===== src/rtl/pwm_pkg.sv =====
// Shared definitions for the PWM ramp controller and the PWM generator it feeds.
package pwm_pkg;

  localparam int unsigned DUTY_W  = 8;
  localparam int unsigned STATE_W = 2;

  localparam logic [STATE_W-1:0] S_IDLE      = 2'd0;
  localparam logic [STATE_W-1:0] S_RAMP_UP   = 2'd1;
  localparam logic [STATE_W-1:0] S_RAMP_DOWN = 2'd2;
  localparam logic [STATE_W-1:0] S_FAULT     = 2'd3;

  // Carrier and clock defaults shared with the PWM generator so both count the same period.
  localparam int unsigned PWM_FREQ_DEF = 25000;
  localparam int unsigned CLK_FREQ_DEF = 500000;

  typedef logic [DUTY_W-1:0] duty_t;

  // Counter width able to hold 0..n-1, never narrower than one bit.
  function automatic int unsigned cnt_w(input int unsigned n);
    return (n > 1) ? $clog2(n) : 1;
  endfunction

endpackage


===== src/rtl/pwm_tick_gen.sv =====
// PWM period counter and ramp step prescaler; step_en fires on the period wrap that ends a step.
module pwm_tick_gen
  import pwm_pkg::*;
#(
  parameter int unsigned PERIOD           = 20,
  parameter int unsigned PERIODS_PER_STEP = 4
) (
  input  logic clk,
  input  logic rst,
  input  logic clr_step,
  output logic tick,
  output logic step_en
);

  localparam int unsigned PW = cnt_w(PERIOD);
  localparam int unsigned SW = cnt_w(PERIODS_PER_STEP);

  logic [PW-1:0] period_cnt_q, period_cnt_d;
  logic [SW-1:0] step_cnt_q, step_cnt_d;

  always_comb begin
    tick         = (period_cnt_q == PW'(PERIOD - 1));
    step_en      = tick && (step_cnt_q == SW'(PERIODS_PER_STEP - 1));
    period_cnt_d = tick ? '0 : period_cnt_q + PW'(1);
    step_cnt_d   = step_cnt_q;
    // A clear on accept wins over a coincident tick so the first step always waits a full count.
    if (clr_step) begin
      step_cnt_d = '0;
    end else if (tick) begin
      step_cnt_d = (step_cnt_q == SW'(PERIODS_PER_STEP - 1)) ? '0 : step_cnt_q + SW'(1);
    end
  end

  always_ff @(posedge clk) begin
    if (!rst) begin
      period_cnt_q <= '0;
      step_cnt_q   <= '0;
    end else begin
      period_cnt_q <= period_cnt_d;
      step_cnt_q   <= step_cnt_d;
    end
  end

endmodule


===== src/rtl/pwm_ramp_ctrl.sv =====
// Soft-start/soft-stop duty controller: ramps duty toward a commanded target on PWM period boundaries.
module pwm_ramp_ctrl
  import pwm_pkg::*;
#(
  parameter int unsigned PWM_FREQ         = PWM_FREQ_DEF,
  parameter int unsigned CLK_FREQ         = CLK_FREQ_DEF,
  parameter int unsigned PERIODS_PER_STEP = 4,
  parameter int unsigned STEP             = 8
) (
  input  logic              clk,
  input  logic              rst,
  input  logic              cmd_valid,
  input  logic [DUTY_W-1:0] cmd_duty,
  output logic              cmd_ready,
  input  logic              estop,
  output logic [DUTY_W-1:0] duty,
  output logic              busy,
  output logic              done,
  output logic              at_target
);

  localparam int unsigned PERIOD = CLK_FREQ / PWM_FREQ;
  localparam int unsigned W9     = DUTY_W + 1;

  logic [STATE_W-1:0] state_q, state_d;
  duty_t              duty_q, duty_d;
  duty_t              target_q, target_d;
  logic               done_q, done_d;
  logic               busy_q, busy_d;
  logic               at_target_q, at_target_d;

  logic               accept;
  logic               tick;
  logic               step_en;
  logic [W9-1:0]      gap_up;
  logic [W9-1:0]      gap_down;

  pwm_tick_gen #(
    .PERIOD           (PERIOD),
    .PERIODS_PER_STEP (PERIODS_PER_STEP)
  ) u_tick_gen (
    .clk      (clk),
    .rst      (rst),
    .clr_step (accept),
    .tick     (tick),
    .step_en  (step_en)
  );

  assign cmd_ready = (state_q == S_IDLE) && !estop;
  assign accept    = cmd_valid && cmd_ready;
  assign duty      = duty_q;
  assign busy      = busy_q;
  assign done      = done_q;
  assign at_target = at_target_q;

  // Distances computed in 9 bits so STEP up to 255 compares without wrap.
  assign gap_up   = W9'(target_q) - W9'(duty_q);
  assign gap_down = W9'(duty_q) - W9'(target_q);

  always_comb begin
    state_d  = state_q;
    duty_d   = duty_q;
    target_d = target_q;
    done_d   = 1'b0;
    if (estop) begin
      state_d  = S_FAULT;
      duty_d   = '0;
      target_d = '0;
    end else begin
      case (state_q)
        S_IDLE: begin
          if (cmd_valid) begin
            target_d = cmd_duty;
            if (cmd_duty > duty_q) begin
              state_d = S_RAMP_UP;
            end else if (cmd_duty < duty_q) begin
              state_d = S_RAMP_DOWN;
            end else begin
              done_d = 1'b1;
            end
          end
        end
        S_RAMP_UP: begin
          if (step_en) begin
            if (gap_up <= W9'(STEP)) begin
              duty_d  = target_q;
              state_d = S_IDLE;
              done_d  = 1'b1;
            end else begin
              duty_d = duty_q + DUTY_W'(STEP);
            end
          end
        end
        S_RAMP_DOWN: begin
          if (step_en) begin
            if (gap_down <= W9'(STEP)) begin
              duty_d  = target_q;
              state_d = S_IDLE;
              done_d  = 1'b1;
            end else begin
              duty_d = duty_q - DUTY_W'(STEP);
            end
          end
        end
        default: begin
          state_d = S_IDLE;
        end
      endcase
    end
    busy_d      = (state_d == S_RAMP_UP) || (state_d == S_RAMP_DOWN);
    at_target_d = (state_d == S_IDLE) && (duty_d == target_d);
  end

  always_ff @(posedge clk) begin
    if (!rst) begin
      state_q     <= S_IDLE;
      duty_q      <= '0;
      target_q    <= '0;
      done_q      <= 1'b0;
      busy_q      <= 1'b0;
      at_target_q <= 1'b1;
    end else begin
      state_q     <= state_d;
      duty_q      <= duty_d;
      target_q    <= target_d;
      done_q      <= done_d;
      busy_q      <= busy_d;
      at_target_q <= at_target_d;
    end
  end

  // Ramp steps are only ever issued on a period wrap.
  a_step_on_wrap : assert property (@(posedge clk) disable iff (!rst) step_en |-> tick);

endmodule


===== config.mk =====
export PLATFORM = sky130hd
export DESIGN_NAME = pwm_ramp_ctrl
export DESIGN_NICKNAME = d
export VERILOG_FILES = /design/src/rtl/pwm_pkg.sv /design/src/rtl/pwm_tick_gen.sv /design/src/rtl/pwm_ramp_ctrl.sv
export SDC_FILE = /design/constraint.sdc
export NUM_CORES = 1
export LEC_CHECK = 0
export CAP_MARGIN = 15
export CORE_MARGIN = 4
export CORE_UTILIZATION = 45
export CTS_CLUSTER_DIAMETER = 150
export CTS_CLUSTER_SIZE = 25
export DETAILED_ROUTE_END_ITERATION = 6
export GPL_TIMING_DRIVEN = 0
export PLACE_DENSITY = 0.64
export SYNTH_ARGS = -nofsm -noshare
export SYNTH_HDL_FRONTEND = slang
export SYNTH_SLANG_ARGS = --single-unit

===== constraint.sdc =====
create_clock -name clk -period 5.3 [get_ports clk]
set_clock_uncertainty 0.05 [all_clocks]
set_input_delay 1.06 -clock clk [delete_from_list [all_inputs] [get_ports clk]]
set_output_delay 1.06 -clock clk [all_outputs]
set_load 0.1 [all_outputs]

==> run_results.csv <==
group,metric,value,unit
clock_tree,insertion_delay,280,ps
timing,hold_viol,0,
floorplanning,ios,24,
timing,finalSetupViolations,0,
yosys,ys_types,69,
placement,io_buffer_count,23,
clock_tree,cts_resized,0,
clock_tree,path_clk_slew,110,ps
critical_path,critPathArrivalTime,4850,ps
critical_path,cp-end-kind,"flip-flop",
critical_path,crit_path_cell_trace,"clkbuf_1 -> inv_1 -> ha_1 -> buf_2 -> or3_1 -> o211ai_1 -> nand4_1 -> o41ai_1 -> o21a_1 -> o21ai_0 -> a21oi_1 -> ha_1 -> o21ai_0 -> a211oi_1 -> o211ai_1 -> o41ai_2",
finish,finish.utilization,53.35,%
yosys,synth-seq-area-share,18.39,%
yosys,synth_seq_cells,28,
placement,place_ws,690.6,ps
power,ir_worst_vdd,172.7,uV
global_route,grtUsageTotal,20.91,%
timing,worstMarginPinSlew,974.5,ps
clock_tree,numCtsBuffers,3,
critical_path,slowest_delay,580,ps
placement,gp_congestion,0.9384,
finish,final_cell_mix,"34 x nor2_1, 33 x ha_1, 29 x inv_1",
critical_path,crit_buf_inv,3,
clock_tree,holdBufCountCts,0,
clock_tree,cts_max_level,1,
critical_path,crit_family,"compound AO/OA/AOI/OAI gates",
finish,final_common_cell,"nor2_1",
clock_tree,cts_root_buffer,"clkbuf_8",
yosys,synth_edf_count,0,
clock_tree,cts_tree,"yes",
timing,rsz0062_at_grt,"no",
timing,slew_headroom,34.83,%
clock_tree,cts_setup_buffers,0,
yosys,synth_warnings,0,
global_route,grt_overflow,0,
global_route,grt_max_degree,17,
finish,antenna_cells,0,
timing,finalSetupTns,0,ps
global_route,antenna_found_initial,0,
critical_path,r2r_start,"duty[3]",
detailed_routing,drtPass1Iterations,5,
floorplanning,core-area,6459,um^2
detailed_routing,routed_wl,8.565,mm
yosys,synth_area,3048,um^2
global_route,grt_pass1_wl,14.13,mm
yosys,syn-instance-count,383,
floorplanning,die_h,90.30,um
power,power_density,202.1,nW/um^2
detailed_routing,drtAntennaViolNets,0,
min_path,hold_path_class,"flip-flop to flip-flop",
finish,syn_to_final_growth,13.05,%
detailed_routing,drt_iter0_drc,252,
min_path,min-delay-start,"u_tick_gen.period_cnt_q[0]",
yosys,syn_nets,428,
finish,finalNetCount,456,
detailed_routing,drc,0,
finish,drive_gt1_share,7.561,%
floorplanning,initial_core_util,47.19,%
timing,fin_crit,4712,ps
floorplanning,rows,29,
timing,final_max_slew_viol_count,0,
critical_path,startpoint,"duty[3]",
critical_path,crit_type,"flip-flop to flip-flop",
yosys,synth_ff_type,"dfxtp_1",
detailed_routing,wl_per_cell,17.59,um
detailed_routing,vias,2982,
critical_path,path_max_fanout,10,
power,finalPower,0.6963,mW
placement,dp_hpwl,6.859,mm
timing,fin_ws,587.7,ps
critical_path,critPathRequiredTime,5440,ps
critical_path,cpMaxStageDelayCell,"o41ai_1",
clock_tree,cts_buffer_depth,2,
timing,fmax,212.2,MHz
flow_run,drv.max_cap_violation_count,0,
clock_tree,numClockSinks,28,
global_route,first_global_vias,2840,
timing,whs,409.8,ps
outcome,status,"completed",
detailed_routing,vias_per_cell,6.123,
yosys,async_flop_share,0,%
power,power_leakage,1.340,nW
timing,fin_crit_sh,88.91,%
critical_path,start_kind,"flip-flop",
yosys,syn_area_per_cell,7.958,um^2
floorplanning,die_area,8154,um^2
floorplanning,die_x,90.30,um
-- where the power goes --
group | total, mW | internal [mW] | switching [mW]
sequential | 0.226 | 0.218 | 0.00747
clock | 0.174 | 0.101 | 0.0723
combinational | 0.297 | 0.106 | 0.191
-- metal layers --
| layer | track usage [%] | routed length (um) | vias up |
|---|---|---|---|
| met5 | 0 | 0 | - |
| met4 | 5.485 | 190 | 0 |
| met3 | 2.750 | 407 | 16 |
| met2 | 32.67 | 3801 | 95 |
| met1 | 30.17 | 4165 | 1378 |
| li1 | - | - | 1493 |
-- metrics by stage --
step           cell area [um^2]  cells
6_report                   3446    487
3_5_place_dp               3374    483
4_1_cts                    3446    487
3_3_place_gp               3374    483
2_1_floorplan              3048    383
5_1_grt                    3446    487
-- worst paths after layout --
check	end	slack [ps]	depth (start not counted)
setup reg to reg	at_target	590	16
setup / recovery	at_target	590	16
hold reg to reg	u_tick_gen.period_cnt_q[0]	410	1
hold / removal	u_tick_gen.period_cnt_q[0]	410	1
-- worst register-to-register path, delay by kind of cell, from the launching register on --
kind	cells	cell delay [ps]
adders and majority gates	2	560
DFF	1	450
and+or+nand+nor	2	780
AOI/OAI and AO/OA	9	2070
buffers and inverters	3	730
-- cell families (layout without fill, tap and decap cells) --
group / count (synthesis) / in the layout / share of synthesized area (%)
buf+inv: 44 / 71 / 5.829
flops: 28 / 28 / 18.39
mux: 16 / 16 / 5.295
fa+ha+maj: 33 / 33 / 13.55
simple gates: 132 / 132 / 24.30
xor+xnor: 13 / 13 / 3.736
compound gates: 117 / 117 / 28.90
-- cell usage after synthesis (3+ instances only) --
master    instances  area, um^2
dfxtp_1          28       560.5
clkbuf_1          9       33.78
a21oi_1          22       110.1
o211a_1           3       30.03
ha_1             33       412.9
and2_1            4       25.02
nand3_1          12       60.06
nand4_1           8       50.05
buf_2             3       15.01
o22ai_1           5       31.28
a31oi_1           6       37.54
a41oi_1           4       35.03
nor2b_1           8       50.05
nor3_1           10       50.05
or3_1             3       18.77
o21a_1            5       37.54
nor2_1           34       127.6
a211oi_1          4       30.03
xnor2_1          12       105.1
o211ai_1         10       75.07
nand2b_1          6       37.54
o21ai_0          14       70.07
nand2_1          22       82.58
o21ai_1           3       15.01
mux2i_1          15       150.1
a21o_1            9       67.56
inv_1            29       108.9
and3_1            3       18.77
a311oi_1          4       35.03
-- area by class of cell --
cell class / instances / area (um^2)
multi-input cells: 311 / 2310
well taps: 77 / 96.34
plain buffers: 15 / 68.82
inverters: 29 / 108.9
clock inverters: 1 / 30.03
repair buffers: 23 / 230.2
fillers: 627 / 3013
flip-flops and latches: 28 / 560.5
clock buffers: 3 / 41.29
-- state kept, by name (all words and copies together), names as in the netlist --
| signal | cells |
|---|---|
| busy | 1 |
| u_tick_gen.period_cnt_q | 5 |
| target_q | 8 |
| at_target | 1 |
| duty | 8 |
| done | 1 |
| u_tick_gen.step_cnt_q | 2 |
| state_q | 2 |
No activity file was read; power rests on OpenSTA's default activity.
